**src/rtl/layer0_input_quantizer.sv**
```systemverilog
// rtl/layer0_input_quantizer.sv - shift/offset/clip quantizer packing NF samples into a double-buffered frame
// Optional saturation counter: define LAYER0_IN_SAT_CNT_EN to add the sat_count port.
module layer0_input_quantizer #(
    parameter int NF    = 32,
    parameter int DW    = 16,
    parameter int QB    = 2,
    parameter int SHIFT = 10
) (
    input  logic                 clk,
    input  logic                 rst,
    input  logic                 s_valid,
    output logic                 s_ready,
    input  logic [DW-1:0]        s_data,
    input  logic                 s_last,
    output logic                 m_valid,
    input  logic                 m_ready,
    output logic [NF*QB-1:0]     m_data,
    output logic                 frame_err
`ifdef LAYER0_IN_SAT_CNT_EN
    ,
    output logic [15:0]          sat_count
`endif
);

    localparam int IW = (NF > 1) ? $clog2(NF) : 1;
    localparam int QW = DW + 1;
    localparam logic signed [QW-1:0] Q_OFF    = QW'(2 ** (QB - 1));
    localparam logic signed [QW-1:0] Q_LIMIT  = QW'(2 ** QB - 1);
    localparam logic [QB-1:0]        Q_MAX    = {QB{1'b1}};
    localparam logic [IW-1:0]        IDX_LAST = IW'(NF - 1);

    typedef enum logic [0:0] {
        ST_FILL,
        ST_WAIT
    } state_t;

    state_t               state_q, state_d;
    logic [IW-1:0]        idx_q, idx_d;
    logic [NF*QB-1:0]     fill_q, fill_d;
    logic [NF*QB-1:0]     m_data_q, m_data_d;
    logic                 m_valid_q, m_valid_d;
    logic                 frame_err_q, frame_err_d;

    logic signed [DW-1:0] y_shift;
    logic signed [QW-1:0] q_ext;
    logic                 sat_hi;
    logic                 sat_lo;
    logic [QB-1:0]        q_val;
    logic [NF*QB-1:0]     fill_next;
    logic                 accept;
    logic                 at_last;
    logic                 complete;
    logic                 align_err;
    logic                 out_take;
    logic                 out_free;

    // Sign-extend by one bit so the offset add can never wrap.
    assign y_shift = $signed(s_data) >>> SHIFT;
    assign q_ext   = $signed({y_shift[DW-1], y_shift}) + Q_OFF;
    assign sat_lo  = q_ext[QW-1];
    assign sat_hi  = !sat_lo && (q_ext > Q_LIMIT);

    always_comb begin
        q_val = q_ext[QB-1:0];
        if (sat_lo) begin
            q_val = '0;
        end else if (sat_hi) begin
            q_val = Q_MAX;
        end
    end

    always_comb begin
        fill_next = fill_q;
        fill_next[idx_q*QB +: QB] = q_val;
    end

    // rst gates s_ready directly so nothing is accepted while reset is held.
    assign s_ready   = (state_q == ST_FILL) && !rst;
    assign accept    = s_valid && s_ready;
    assign at_last   = (idx_q == IDX_LAST);
    assign complete  = accept && at_last && s_last;
    assign align_err = accept && (at_last != s_last);
    assign out_take  = m_valid_q && m_ready;
    assign out_free  = !m_valid_q || m_ready;

    always_comb begin
        state_d     = state_q;
        idx_d       = idx_q;
        fill_d      = fill_q;
        m_data_d    = m_data_q;
        m_valid_d   = m_valid_q;
        frame_err_d = 1'b0;

        if (out_take) begin
            m_valid_d = 1'b0;
        end

        case (state_q)
            ST_FILL: begin
                if (accept) begin
                    fill_d = fill_next;
                    idx_d  = idx_q + 1'b1;
                    if (align_err) begin
                        idx_d       = '0;
                        frame_err_d = 1'b1;
                    end else if (complete) begin
                        idx_d = '0;
                        if (out_free) begin
                            m_data_d  = fill_next;
                            m_valid_d = 1'b1;
                        end else begin
                            state_d = ST_WAIT;
                        end
                    end
                end
            end
            ST_WAIT: begin
                if (out_take) begin
                    m_data_d  = fill_q;
                    m_valid_d = 1'b1;
                    state_d   = ST_FILL;
                end
            end
            default: begin
                state_d = ST_FILL;
            end
        endcase
    end

    always_ff @(posedge clk or posedge rst) begin
        if (rst) begin
            state_q     <= ST_FILL;
            idx_q       <= '0;
            fill_q      <= '0;
            m_data_q    <= '0;
            m_valid_q   <= 1'b0;
            frame_err_q <= 1'b0;
        end else begin
            state_q     <= state_d;
            idx_q       <= idx_d;
            fill_q      <= fill_d;
            m_data_q    <= m_data_d;
            m_valid_q   <= m_valid_d;
            frame_err_q <= frame_err_d;
        end
    end

    assign m_data    = m_data_q;
    assign m_valid   = m_valid_q;
    assign frame_err = frame_err_q;

`ifdef LAYER0_IN_SAT_CNT_EN
    logic [15:0] sat_cnt_q, sat_cnt_d;
    logic        q_sat;

    assign q_sat = sat_lo || sat_hi;

    // Counts every accepted clipped sample, including those of discarded frames.
    always_comb begin
        sat_cnt_d = sat_cnt_q;
        if (accept && q_sat && (sat_cnt_q != 16'hFFFF)) begin
            sat_cnt_d = sat_cnt_q + 16'd1;
        end
    end

    always_ff @(posedge clk or posedge rst) begin
        if (rst) begin
            sat_cnt_q <= '0;
        end else begin
            sat_cnt_q <= sat_cnt_d;
        end
    end

    assign sat_count = sat_cnt_q;
`endif

endmodule

```
**config.mk**
```make
export PLATFORM = sky130hd
export DESIGN_NAME = layer0_input_quantizer
export DESIGN_NICKNAME = d
export VERILOG_FILES = /design/src/rtl/layer0_input_quantizer.sv
export SDC_FILE = /design/constraint.sdc
export NUM_CORES = 1
export LEC_CHECK = 0
export ABC_AREA = 1
export CAP_MARGIN = 25
export CORE_ASPECT_RATIO = 0.6
export CORE_MARGIN = 8
export CORE_UTILIZATION = 55
export CTS_CLUSTER_DIAMETER = 120
export DETAILED_ROUTE_END_ITERATION = 16
export PLACE_DENSITY = 0.82
export SYNTH_ARGS = -nofsm -noshare
export SYNTH_HDL_FRONTEND = slang
export SYNTH_SLANG_ARGS = --single-unit
```
**constraint.sdc**
```tcl
create_clock -name clk -period 4.9 [get_ports clk]
set_input_delay 0.735 -clock clk [delete_from_list [all_inputs] [get_ports clk]]
set_output_delay 0.735 -clock clk [all_outputs]
set_load 0.03 [all_outputs]
```
==> results of run 1 <==
-- routing by layer --
metal | up-vias | track usage [%]
li1 | 3298 | -
met1 | 3248 | 32.9
met2 | 317 | 32.6
met3 | 32 | 5.49
met4 | 0 | 7.24
met5 | - | 0
-- state kept, by name (all words and copies together), names as in the netlist --
| signal | flops |
|---|---|
| m_valid | 1 |
| idx_q | 5 |
| state_q | 1 |
| fill_q | 64 |
| frame_err | 1 |
| m_data | 64 |
-- synthesized netlist by cell type, types with 3 or more instances --
cell type	count	area share [%]
dfrtp_1	136	47
nand2_1	260	13
nand4_1	8	0.69
inv_2	5	0.26
nand3_1	107	7.4
a21oi_1	60	4.1
clkbuf_1	30	1.6
o21ai_0	39	2.7
nor2_1	165	8.5
inv_1	60	3.1
or2_2	9	0.78
buf_2	8	0.55
a21oi_2	3	0.36
nor2_4	3	0.47
ha_1	6	1.0
a31oi_1	46	4.0
buf_6	3	0.47
buf_1	3	0.16
nor3_2	3	0.41
-- worst max-delay path, delay by kind of cell, from the launching register on --
kind          cells  cell delay [ns]
fa+ha+maj         2             0.68
flops             1             0.46
simple gates      8             1.36
buf+inv           3             0.74
-- power breakdown --
part / switching [mW] / internal, mW
Clock: 0.503 / 0.908
Sequential: 0.153 / 1.34
Combinational: 0.655 / 0.345
-- cells by family (layout without fill, tap and decap cells) --
logic type                 after synthesis  count (layout)  share of synthesized area [%]
xor gates and xnor gates                 4               4                          0.691
and+or+nand+nor                        565             565                           33.0
AOI/OAI and AO/OA                      151             151                           11.4
buffers and inverters                  115             182                           6.92
DFF                                    136             136                           46.9
adders and majority gates                6               6                           1.04
-- area by class of cell --
cell class	count	area, µm²	share of cell area, %
Multi-Input combinational cell	726	3350	38.5
Sequential cell	136	3400	39.1
Inverter	65	248	2.85
Clock inverter	10	165	1.90
Timing Repair Buffer	85	843	9.69
Clock buffer	22	484	5.56
Tap cell	170	213	2.44
-- per-stage QoR --
| step | std cells | setup slack, ns |
|---|---|---|
| after global routing | 1214 | 1.22 |
| after detailed placement | 1182 | 1.61 |
| after CTS | 1214 | 1.60 |
| after floorplan | 977 | 0.526 |
| final | 1214 | 1.54 |
| after global placement | 1182 | 1.65 |
-- path summary, 6_finish.rpt --
path                       cells after the start                    from                      to
min in group asynchronous                      2                     rst       state_q$_DFF_PP0_
min                                            2  m_data[62]$_DFFE_PP0P_  m_data[62]$_DFFE_PP0P_
max reg2reg                                   13    idx_q[0]$_DFFE_PP0P_  m_data[58]$_DFFE_PP0P_
max                                           13    idx_q[0]$_DFFE_PP0P_  m_data[58]$_DFFE_PP0P_
max in group asynchronous                      3                     rst  m_data[24]$_DFFE_PP0P_
min reg2reg                                    2  m_data[62]$_DFFE_PP0P_  m_data[62]$_DFFE_PP0P_
==> flow_summary.toml, run 1 <==
[global_route]
grt_max_degree = 99
grt_use_total_pct = 22.6
grt-ovfl-total = 0
grt_pass1_wl_um = 32200
antenna_found_initial = 0
grt_pass1_vias = 6584

[placed_design]
placed_area_um2 = 8050
port-buffer-count = 77
gp_congestion = 0.888
dp_hpwl_um = 12100

[final_layout]
fillers = 1041
final_cell_mix = "nand2_1 (259), nor2_1 (165), dfrtp_1 (136), nand3_1 (107), clkdlybuf4s50_1 (77)"
drive_gt1_share_pct = 7.18
design_area_um2 = 8700
area_growth_pct = 20.1
nets = 1058
utilization_pct = 67.7
n_antenna_cell = 0
final_common_cell = "nand2_1"

[detailed_routing]
met3_length_um = 1610
drcViolationCount = 0
drt_pass1_iterations = 6
finalWirelength_um = 18900
vias = 6895
routed-wl-met2_um = 8130
met1Wirelength_um = 8890
antenna_left = 0
topRoutingLayerUsed = "met4"
wl_per_cell_um = 15.6
vias_per_cell = 5.68
drtIter0Drc = 864

[floorplan]
die_w_um = 164
io-pin-count = 88
die_y_um = 105
initial_core_util_pct = 56.4
core.rowCount = 32
core_area_um2 = 12900
die-area_um2 = 17200

[flow_run]
max-cap-violations = 0

[clock_network]
clock_path_buffers = 2
cts_tree = "yes"
clkTransAtPathRegs_ns = 0.06
hold_buffers = 0
numCtsBuffers = 17
cts_resized = 0
clock_latency_ns = 0.42
cts.sinks = 136
post-cts-setup-buffer-count = 0
root_buffer = "clkbuf_16"
htree_num_levels = 4

[power]
powerDensity_nw_per_um2 = 448
leakagePower_nw = 4.05
finalPower_mw = 3.90
ir_worst_vdd_v = 0.000258

[worst_setup_path]
worstPathCellList = "inv_2, ha_1, nand2_1, nor2_1, ha_1, inv_1, nand3_2, nor2_1, inv_1, nand2_1, nand3_1, nand3_1, nand2_1"
path_class = "flop to flop"
endpoint_kind = "flop"
rrSetupSlack_ns = 1.54
cpMostUsedCell = "nand2_1"
worstPathRequired_ns = 5.20
cp_max_fo = 16
arrival_ns = 3.67
critical-path-slowest-cell = "inv_1"
start_kind = "flop"
max_stage_delay_ns = 0.51

[yosys]
synth_cells = 977
avgSynthCellArea_um2 = 7.42
ys_ff_latch = 136
synth-seq-area-share_pct = 46.9
synthesis.area_um2 = 7250
synth_edf_count = 0
ys.flop_type = "dfrtp_1"
syn-num-nets = 1004
ys_async_sr_fraction_pct = 100
synthDistinctLibCells = 34
synth_warnings = 0

[sta]
fmax_mhz = 298
rsz0062_at_grt = "false"
hold_violations = 0
setup_viol = 0
finalClockSkew_ns = 0.00839
final_max_slew_viol_count = 0
fin_tns_setup_ns = 0
period_share_pct = 68.6
worst_pin_slew_ns = 1.00
period_needed_ns = 3.36
relSlewSlack_pct = 33.0
holdWs_ns = 0.482

[worst_hold_path]
hold_path.class = "flop to flop"

[status]
status = "finished clean"
Note: power is estimated with default switching activity, not from simulation.
==> run 2: changes to the inputs <==
Clock period 4.9 ns to 3.4 ns, I/O delays scaled along.
==> flow_summary.toml, run 2 (synthesized netlist as in run 1, its figures left out) <==
[sta]
relSlewSlack_pct = 32.9
fin_tns_setup_ns = 0
hold_violations = 0
setup_viol = 0
rsz0062_at_grt = "false"
worst_pin_slew_ns = 1.01
fmax_mhz = 327
finalClockSkew_ns = 0.00818
period_needed_ns = 3.05
final_max_slew_viol_count = 0
period_share_pct = 89.8

[worst_setup_path]
rrSetupSlack_ns = 0.35
max_stage_delay_ns = 0.49
cp_top_family = "simple AND/OR/NAND/NOR gates"
crit_buf_inv = 3
critical-path-slowest-cell = "ha_1"
start_kind = "flop"
worstPathRequired_ns = 3.71
reg2reg_to = "m_data[54]$_DFFE_PP0P_"
reg2reg_depth = 13
path_class = "flop to flop"
arrival_ns = 3.36
worstPathCellList = "inv_2, ha_1, nand2_1, nor2_1, ha_1, inv_1, nand3_2, nor2_1, inv_1, nand2_1, nand3_1, nand3_1, nand2_1"
r2r-start = "idx_q[0]$_DFFE_PP0P_"
endpoint_kind = "flop"
cp_max_fo = 13
cpMostUsedCell = "nand2_1"

[clock_network]
cts.sinks = 136
post-cts-setup-buffer-count = 0
clock_path_buffers = 2
cts_resized = 0
htree_num_levels = 4
clkTransAtPathRegs_ns = 0.06
root_buffer = "clkbuf_16"
numCtsBuffers = 17
clock_latency_ns = 0.42
hold_buffers = 0
cts_tree = "yes"

[placed_design]
dp_hpwl_um = 12700
dp_cells = 1191
gp_congestion = 0.876
port-buffer-count = 77
placed_area_um2 = 8180

[final_layout]
final_common_cell = "nand2_1"
drive_gt1_share_pct = 7.98
n_antenna_cell = 0
fillers = 1050
area_growth_pct = 20.3
nets = 1067
final-instance-count-excl-fill = 1223
design_area_um2 = 8720
final_cell_mix = "nand2_1 (259), nor2_1 (165), dfrtp_1 (136), nand3_1 (107), clkdlybuf4s50_1 (77)"

[flow_run]
max-cap-violations = 0

[power]
powerDensity_nw_per_um2 = 610
ir_worst_vdd_v = 0.000419
leakagePower_nw = 4.06

[worst_hold_path]
holdPathEnd = "m_data[11]$_DFFE_PP0P_"
hold_depth = 2
hold_start = "m_data[11]$_DFFE_PP0P_"
hold_path.class = "flop to flop"

[floorplan]
initial_core_util_pct = 56.4
io-pin-count = 88
core.rowCount = 32
die-area_um2 = 17200
core_area_um2 = 12900
die_w_um = 164
die_y_um = 105

[detailed_routing]
antenna_left = 0
finalWirelength_um = 19000
drt_pass1_iterations = 6
wl_per_cell_um = 15.6
drcViolationCount = 0
vias = 6896
vias_per_cell = 5.64
drtIter0Drc = 598

[global_route]
grt-ovfl-total = 0
grt_use_total_pct = 22.6
grt_pass1_vias = 6401
grt_max_degree = 99
grt_pass1_wl_um = 31700
antenna_found_initial = 0

[status]
status = "finished clean"
-- run 2: worst reg2reg max path, stage by stage, from the launching register on --
cell,delay [ns]
dfrtp_1,0.46
inv_2,0.16
ha_1,0.24
nand2_1,0.08
nor2_1,0.25
ha_1,0.49
inv_1,0.19
nand3_2,0.27
nor2_1,0.28
inv_1,0.10
nand2_1,0.10
nand3_1,0.09
nand3_1,0.16
nand2_1,0.08
-- run 2: how the worst max path moves through the flow --
stage | start | to | slack, ns | cells past startpoint
3_5_place_dp | idx_q[0]$_DFFE_PP0P_ | m_data[54]$_DFFE_PP0P_ | 0.42 | 13
6_report | idx_q[0]$_DFFE_PP0P_ | m_data[54]$_DFFE_PP0P_ | 0.35 | 13
5_1_grt | idx_q[0]$_DFFE_PP0P_ | m_data[54]$_DFFE_PP0P_ | 0.14 | 13
2_1_floorplan | idx_q[0]$_DFFE_PP0P_ | fill_q[36]$_DFFE_PP0P_ | 1.09 | 12
4_1_cts | idx_q[0]$_DFFE_PP0P_ | m_data[54]$_DFFE_PP0P_ | 0.39 | 13
3_3_place_gp | s_data[11] | m_data[9]$_DFFE_PP0P_ | 0.50 | 13
-- run 2: power breakdown --
part	internal (mW)	switching (mW)	total [mW]	leakage (nW)
sequential	1.92	0.219	2.14	1.55
clock	0.956	0.752	1.71	0.252
combinational	0.517	0.955	1.47	2.26
total	3.40	1.93	5.32	4.06
-- run 2: layer usage --
layer  vias to the layer above  global-route usage (%)  share of wire (%)
li1                       3329                       -                  -
met1                      3231                    33.0                 48
met2                       310                    32.1                 42
met3                        26                    5.56                8.3
met4                         0                    6.91                1.2
met5                         -                       0                  0
-- run 2: final cells by class --
| class | instances | area [µm²] | area share [%] |
|---|---|---|---|
| clock buffer | 19 | 443 | 5.08 |
| clock inverter | 13 | 100 | 1.15 |
| inverter | 65 | 249 | 2.85 |
| multi-input combinational | 726 | 3350 | 38.4 |
| sequential | 136 | 3400 | 39.0 |
| tap | 170 | 213 | 2.44 |
| timing repair buffer | 94 | 968 | 11.1 |
-- run 2: metrics by stage --
stage	power [mW]	utilization [%]	setup WS [ns]	hold slack [ns]
2_1_floorplan	3.21	-	1.09	0.453
3_3_place_gp	3.53	63.4	0.502	0.463
3_5_place_dp	3.60	63.6	0.419	0.465
4_1_cts	5.31	67.9	0.393	0.482
5_1_grt	5.62	67.9	0.137	0.494
6_report	5.32	67.9	0.345	0.475
==> run 3: changes to the inputs <==
Settings changed: CTS_CLUSTER_SIZE set to 10.
Clock period 3.4 ns to 3.7 ns, I/O delays scaled along.
==> flow_summary.toml, run 3 (synthesized netlist as in run 1, its figures left out) <==
[worst_setup_path]
worstPathRequired_ns = 4.00
endpoint_kind = "flop"
crit_buf_inv = 3
critical-path-slowest-cell = "ha_1"
cpMostUsedCell = "nand2_1"
worstPathCellList = "inv_2, ha_1, nand2_1, nor2_1, ha_1, inv_1, nand3_2, nor2_1, inv_1, nand2_1, nand3_1, nand3_1, nand2_1"
start_kind = "flop"
max_stage_delay_ns = 0.47
arrival_ns = 3.22
path_class = "flop to flop"
cp_top_family = "simple AND/OR/NAND/NOR gates"
cp_max_fo = 13

[sta]
fmax_mhz = 343
period_share_pct = 78.8
relSlewSlack_pct = 32.8
final_max_slew_viol_count = 0
fin_tns_setup_ns = 0
hold_violations = 0
holdWs_ns = 0.475
setup_viol = 0
finalClockSkew_ns = 0.00676
rsz0062_at_grt = "false"
worst_pin_slew_ns = 1.01
period_needed_ns = 2.92
final.setup.worst_slack_ns = 0.783

[placed_design]
port-buffer-count = 77
dp_cells = 1182
gp_congestion = 0.857
placed_area_um2 = 8070
dp_hpwl_um = 11900
post-place-ws_ns = 0.708

[power]
power.share.clock_pct = 33.0
swShare_pct = 34.6
comb_power_share_pct = 27.0
leakagePower_nw = 4.02
powerDensity_nw_per_um2 = 571
p_int_mw = 3.22
ir_worst_vdd_v = 0.000318
power_switching_mw = 1.70
p_seq_share_pct = 40.1
finalPower_mw = 4.92

[clock_network]
htree_num_levels = 4
hold_buffers = 0
clock_path_buffers = 2
numCtsBuffers = 17
post-cts-setup-buffer-count = 0
clock_latency_ns = 0.41
root_buffer = "clkbuf_16"
cts_resized = 0
clkTransAtPathRegs_ns = 0.06
cts.sinks = 136
cts_tree = "yes"

[detailed_routing]
antenna_left = 0
wl_per_cell_um = 15.5
drtIter0Drc = 756
drt_pass1_iterations = 6
finalWirelength_um = 18800
vias_per_cell = 5.58
vias = 6779
drcViolationCount = 0

[floorplan]
die-area_um2 = 17200
initial_core_util_pct = 56.4
core_area_um2 = 12900
die_y_um = 105
die_w_um = 164
core.rowCount = 32
io-pin-count = 88

[global_route]
grt_max_degree = 137
grt_pass1_vias = 6470
antenna_found_initial = 0
grt-ovfl-total = 0
grt_pass1_wl_um = 31700
grt_use_total_pct = 22.4

[flow_run]
max-cap-violations = 0

[final_layout]
nets = 1058
final_cell_mix = "nand2_1 (259), nor2_1 (165), dfrtp_1 (136), nand3_1 (107), clkdlybuf4s50_1 (77)"
utilization_pct = 67.1
fillers = 1028
final-instance-count-excl-fill = 1214
drive_gt1_share_pct = 6.99
area_growth_pct = 19.0
n_antenna_cell = 0
final_common_cell = "nand2_1"
design_area_um2 = 8630

[worst_hold_path]
hold_path.class = "flop to flop"

[status]
status = "finished clean"
[run 3: cell types whose count changed in the layout (fill, tap and decap cells not counted)]
cell,delta
buf_4,-6
clkinvlp_4,-3
clkbuf_1,+2
inv_6,-2
clkbuf_8,+3
clkinv_4,-4
bufinv_16,+1
clkinv_2,+3
buf_12,-2
buf_16,-1
[run 3: routing by layer]
metal	vias up	share of wire, %	track usage (%)
li1	3310	-	-
met4	0	1.1	5.56
met2	250	43	32.9
met5	-	0	0
met3	19	8.2	5.60
met1	3200	48	32.3
[run 3: worst paths after layout]
| kind | start | endpoint | slack, ns | cells after the start |
|---|---|---|---|---|
| max | idx_q[0]$_DFFE_PP0P_ | m_data[54]$_DFFE_PP0P_ | 0.78 | 13 |
| min | m_data[31]$_DFFE_PP0P_ | m_data[31]$_DFFE_PP0P_ | 0.48 | 2 |
| max reg2reg | idx_q[0]$_DFFE_PP0P_ | m_data[54]$_DFFE_PP0P_ | 0.78 | 13 |
| min reg2reg | m_data[31]$_DFFE_PP0P_ | m_data[31]$_DFFE_PP0P_ | 0.48 | 2 |
| max in group asynchronous | rst | fill_q[61]$_DFFE_PP0P_ | 2.40 | 3 |
| min in group asynchronous | rst | m_valid$_DFF_PP0_ | 0.70 | 3 |
[run 3: area by class of cell]
class / instances / area [µm²] / area share (%)
flip-flops and latches: 136 / 3400 / 39.4
multi-input cells: 726 / 3350 / 38.8
repair buffers: 85 / 856 / 9.92
clock buffers: 24 / 492 / 5.70
inverters: 65 / 249 / 2.89
well taps: 170 / 213 / 2.46
clock inverters: 8 / 70.1 / 0.812
[run 3: worst reg2reg max path: stages, from the launching register on]
cell and delay [ns]:
dfrtp_1 0.46, inv_2 0.16, ha_1 0.23, nand2_1 0.07, nor2_1 0.20, ha_1 0.47
inv_1 0.18, nand3_2 0.28, nor2_1 0.31, inv_1 0.10, nand2_1 0.09, nand3_1 0.09
nand3_1 0.12, nand2_1 0.06
[run 3: power by group through the flow]
stage / sequential (mW) / clock [mW] / combinational [mW]
after global routing: 2.01 / 1.70 / 1.49
after detailed placement: 1.99 / 0 / 1.31
final: 1.97 / 1.62 / 1.33
after global placement: 1.97 / 0 / 1.25
after CTS: 1.97 / 1.63 / 1.32
after floorplan: 2.01 / 0 / 0.939
